$ cat src/rtl/seq_divider.sv
// seq_divider: multi-cycle unsigned radix-2 restoring divider, one quotient bit per clock.
//   clk          system clock, rising edge
//   rst_n        synchronous active-low reset
//   start        divide request, honoured only in IDLE
//   dividend     numerator, captured on the accepted start edge
//   divisor      denominator, captured on the accepted start edge
//   busy         high while iterating
//   done         one-cycle completion pulse
//   quotient     registered quotient (all ones on divide-by-zero)
//   remainder    registered remainder (dividend on divide-by-zero)
//   div_by_zero  registered divide-by-zero flag
module seq_divider #(
    parameter int WIDTH = 8
) (
    input  logic             clk,
    input  logic             rst_n,
    input  logic             start,
    input  logic [WIDTH-1:0] dividend,
    input  logic [WIDTH-1:0] divisor,
    output logic             busy,
    output logic             done,
    output logic [WIDTH-1:0] quotient,
    output logic [WIDTH-1:0] remainder,
    output logic             div_by_zero
);
    localparam int CW = $clog2(WIDTH);
    typedef enum logic [1:0] {IDLE, RUN, DONE} state_t;
    state_t           state_q;
    logic [WIDTH-1:0] d_q, v_q, quot_q, rem_q;
    logic [WIDTH:0]   r_q;
    logic [CW-1:0]    cnt_q;
    logic             dbz_q;
    logic [WIDTH:0]   r_shift, t_diff, r_d;
    logic [WIDTH-1:0] d_d;
    // R stays below V, so the WIDTH+1-bit trial difference never wraps and its MSB is the sign.
    always_comb begin
        r_shift = {r_q[WIDTH-1:0], d_q[WIDTH-1]};
        t_diff  = r_shift - {1'b0, v_q};
        r_d     = t_diff[WIDTH] ? r_shift : t_diff;
        d_d     = {d_q[WIDTH-2:0], ~t_diff[WIDTH]};
    end
    always_ff @(posedge clk) begin
        if (!rst_n) begin
            state_q <= IDLE;
            d_q     <= '0;
            v_q     <= '0;
            r_q     <= '0;
            cnt_q   <= '0;
            quot_q  <= '0;
            rem_q   <= '0;
            dbz_q   <= 1'b0;
        end else begin
            case (state_q)
                IDLE: if (start) begin
                    if (divisor == '0) begin
                        state_q <= DONE;
                        quot_q  <= '1;
                        rem_q   <= dividend;
                        dbz_q   <= 1'b1;
                    end else begin
                        state_q <= RUN;
                        d_q     <= dividend;
                        v_q     <= divisor;
                        r_q     <= '0;
                        cnt_q   <= '0;
                    end
                end
                RUN: begin
                    d_q   <= d_d;
                    r_q   <= r_d;
                    cnt_q <= cnt_q + 1'b1;
                    if (cnt_q == CW'(WIDTH - 1)) begin
                        state_q <= DONE;
                        quot_q  <= d_d;
                        rem_q   <= r_d[WIDTH-1:0];
                        dbz_q   <= 1'b0;
                    end
                end
                default: state_q <= IDLE;
            endcase
        end
    end
    assign busy        = (state_q == RUN);
    assign done        = (state_q == DONE);
    assign quotient    = quot_q;
    assign remainder   = rem_q;
    assign div_by_zero = dbz_q;
endmodule

$ cat config.mk
export PLATFORM = sky130hd
export DESIGN_NAME = seq_divider
export DESIGN_NICKNAME = d
export VERILOG_FILES = /design/src/rtl/seq_divider.sv
export SDC_FILE = /design/constraint.sdc
export NUM_CORES = 1
export LEC_CHECK = 0
export ABC_AREA = 0
export BUFFER_PORTS_ARGS = -buffer_cell sky130_fd_sc_hd__buf_4
export CAP_MARGIN = 20
export CORE_ASPECT_RATIO = 1.5
export CORE_MARGIN = 2
export CORE_UTILIZATION = 55
export CTS_CLUSTER_DIAMETER = 50
export DETAILED_ROUTE_END_ITERATION = 7
export GPL_TIMING_DRIVEN = 0
export MAX_ROUTING_LAYER = met4
export PLACE_DENSITY = 0.78
export SLEW_MARGIN = 20
export SYNTH_ARGS = -nofsm -noshare
export SYNTH_HDL_FRONTEND = slang
export SYNTH_SLANG_ARGS = --single-unit
export TNS_END_PERCENT = 1
$ cat constraint.sdc
create_clock -name clk -period 2.7 [get_ports clk]
set_input_delay 0.405 -clock clk [delete_from_list [all_inputs] [get_ports clk]]
set_output_delay 0.405 -clock clk [all_outputs]
set_load 0.01 [all_outputs]
==> flow_summary_export.csv <==
group,metric,value,unit
placement,portBuffers,37,
synth,synth_top_family_by_area,"compound AO/OA/AOI/OAI gates",
worst_setup_path,cpMostUsedCell,"inv_1",
clock_tree,cts_buffer_depth,2,
min_path,hp-start,"divisor[1]",
timing,hold_viol_final,0,
synth,syn_avg_cell_area,8.658,um2
floorplanning,die_x,57.53,um
power_and_ir_drop,power_density,636.2,nW/um2
synth,synth_cell_types,56,
final_layout,nNetsFinal,347,
route,dr.pass1.iters,4,
synth,syn-num-nets,303,
min_path,min_to,"v_q[1]$_SDFFE_PN0P_",
timing,final.setup_skew,4.092,ps
timing,max_freq,0.4059,GHz
route,wl_per_cell,16.19,um
worst_setup_path,start_kind,"flip-flop",
worst_setup_path,path_max_fanout,10,
floorplanning,dieArea,4848,um2
clock_tree,cts-hold-fix-buffers,0,
final_layout,n_fill_cell,357,
worst_setup_path,required,2870,ps
floorplanning,initial_utilization,56.64,%
worst_setup_path,max_stage_delay,410,ps
synth,ys_warn_count,0,
route,drc_errors,0,
clock_tree,clock-sinks,46,
worst_setup_path,end_kind,"flip-flop",
clock_tree,cts_tree,"yes",
placement,dp.cells,356,
route,via_per_inst,6.126,
clock_tree,cts_setup_buffers,0,
floorplanning,coreArea,4173,um2
synth,synth-compound-area-share,28.80,%
timing,slew-limit-headroom,62.52,%
route,ant_nets,0,
synth,syn_inst,273,
flow_run,max-cap-violations,0,
worst_setup_path,r2r-end,"r_q[3]$_SDFFE_PN0P_",
timing,slew_violations,0,
worst_setup_path,r2r_start,"d_q[7]$_SDFFE_PN0P_",
timing,finalSetupViolCount,0,
worst_setup_path,critical_path.cell_chain,"inv_1 -> ha_1 -> inv_1 -> fa_1 -> a211oi_2 -> o211a_1 -> o211ai_2 -> buf_6 -> mux2i_1 -> a21oi_1",
worst_setup_path,cp_num_buf_inv,3,
grt,grt-ovfl-total,0,
synth,synth.cell_area,2364,um2
worst_setup_path,arrival,2640,ps
route,wirelength,5893,um
grt,grt_usage,27.27,%
synth,synth-simple-area-share,17.95,%
placement,place_area,2699,um2
worst_setup_path,reg2reg_depth,10,
synth,synthArstFlopShare,0,%
synth,synth_fa_ha_area_share,6.141,%
status,status,"finished clean",
grt,grt_max_degree,15,
final_layout,multiInputGateArea,1325,um2
grt,grt_pass1_wl,10090,um
worst_setup_path,ff2ff_setup_slack,240,ps
final_layout,antenna_cells,0,
final_layout,design_area,2809,um2
synth,synth_xor_area_share,0.3706,%
worst_setup_path,critPathKind,"reg -> reg",
timing,tightest_slew,557.0,ps
clock_tree,cts_resized,0,
timing,final.setup.tns,0,ps
route,drtIter0Drc,126,
power_and_ir_drop,ir_drop,0.5323,mV
synth,synth-edff-count,0,
clock_tree,numCtsBuffers,5,
timing,rsz0062_at_grt,"no",
final_layout,seqCellArea,920.9,um2
timing,hold_ws,335.7,ps
placement,dp_hpwl,4440,um
clock_tree,clk_latency,310,ps
grt,antenna_found_initial,0,
placement,gp_congestion,0.9051,
floorplanning,die_h,84.29,um
floorplanning,num_rows,29,
worst_setup_path,cp_top_family,"compound AO/OA/AOI/OAI gates",
synth,yosysSeqAreaShare,38.96,%
timing,finalCritPeriodShare,91.24,%
final_layout,final_cells,364,
clock_tree,path_clk_slew,90,ps
route,vias,2230,
clock_tree,cts_root_buf,"clkbuf_8",
floorplanning,ios,38,
min_path,hp-class,"in -> reg",
power_and_ir_drop,leakage,1.183,nW
synth,ys_seq_elements,46,
synth,synthMuxAreaShare,2.806,%
worst_setup_path,worst_path_max_delay_cell,"fa_1",
synth,synth_ff_type,"dfxtp_1",
min_path,holdPathStages,3,
grt,grt_pass1_vias,2165,
final_layout,drive_gt1_share,22.01,%
final_layout,syn2layout_area_growth,18.85,%
timing,final.min_clock_period,2463,ps
clock_tree,h-tree-depth,2,
==> per-layer routing <==
metal / wire [um] / vias up / GRT usage, % / share of wire [%]
met2: 3039 / 72 / 45.97 / 52
met5: 0 / - / - / 0
li1: - / 1086 / - / -
met3: 241 / 14 / 4.777 / 4.1
met1: 2418 / 1058 / 30.46 / 41
met4: 194 / 0 / 12.90 / 3.3
==> registers in the layout (all words and copies together), names as in the netlist <==
register,cells
quotient,8
v_q,8
cnt_q,3
d_q,8
remainder,8
state_q,2
div_by_zero,1
r_q,8
==> power by group <==
group | internal [mW] | switching (mW) | total [mW]
sequential | 0.714 | 0.0295 | 0.744
combinational | 0.216 | 0.305 | 0.521
clock | 0.276 | 0.246 | 0.523
==> worst max path at each step <==
stage,slack (ps),endpoint,from,cells past startpoint
floorplan,500,remainder[1]$_SDFFE_PN0P_,d_q[7]$_SDFFE_PN0P_,9
global placement,280,r_q[5]$_SDFFE_PN0P_,d_q[7]$_SDFFE_PN0P_,10
detailed placement,270,r_q[5]$_SDFFE_PN0P_,d_q[7]$_SDFFE_PN0P_,10
CTS,240,r_q[5]$_SDFFE_PN0P_,d_q[7]$_SDFFE_PN0P_,10
global route,60,r_q[3]$_SDFFE_PN0P_,d_q[7]$_SDFFE_PN0P_,10
finish,240,r_q[3]$_SDFFE_PN0P_,d_q[7]$_SDFFE_PN0P_,10
==> metrics by stage <==
stage                     setup slack [ps]  power, mW  utilization (%)
after global placement               280.1      1.264            64.68
after floorplan                      498.9      1.146                -
after detailed placement             268.6      1.274            64.68
after CTS                            244.2      1.784            67.32
after global routing                 63.86      1.876            67.32
final                                236.6      1.787            67.32
==> synthesized netlist by cell type, types with 3 or more instances <==
cell,number,area share [%]
a31oi_1,8,2.1
nand3_1,3,0.64
a211oi_1,3,0.95
o211ai_1,4,1.3
nor3_1,3,0.64
dfxtp_1,46,39
clkbuf_1,6,0.95
inv_1,11,1.7
nand2b_1,4,1.1
nand2_1,29,4.6
a32oi_1,3,1.1
buf_2,4,0.85
and2_1,6,1.6
o21ai_0,14,3.0
ha_1,10,5.3
nor2_1,29,4.6
o221a_2,6,2.9
a311oi_1,8,3.0
a21oi_1,25,5.3
mux2i_1,4,1.7
and3_1,3,0.79
nor2b_1,3,0.79
==> area by class of cell <==
cell class	count	area share [%]
Inverter	13	1.737
Tap cell	46	2.049
Sequential cell	46	32.78
Multi-Input combinational cell	201	47.17
Clock buffer	6	2.584
Clock inverter	2	1.336
Buffer	13	2.450
Timing Repair Buffer	37	9.889
==> worst min-delay path, stage by stage <==
cell and delay (ps):
buf_4 90, a21oi_1 50, nor2_1 70
==> cells by family after synthesis <==
logic type / Yosys count
compound gates: 93
simple gates: 90
flops: 46
buf+inv: 26
fa+ha+maj: 11
mux: 6
xor+xnor: 1
==> layout by cell type, fill, tap and decap left out, drive strengths merged, types with 2 or more instances in the layout <==
cell,count
nor2b,3
mux2i,4
a311oi,8
o221a,6
and3,3
a211oi,4
nand2,29
nor2,30
clkbuf,12
nand3,3
o211a,3
a32oi,3
o2111ai,2
inv,13
mux2,2
or3,2
and2,6
ha,10
nor3,4
a22oi,2
nand2b,4
a21oi,26
a31oi,9
o21ai,15
nor4,2
dfxtp,46
buf,44
o211ai,6
Note: power is estimated with default switching activity, not from simulation.
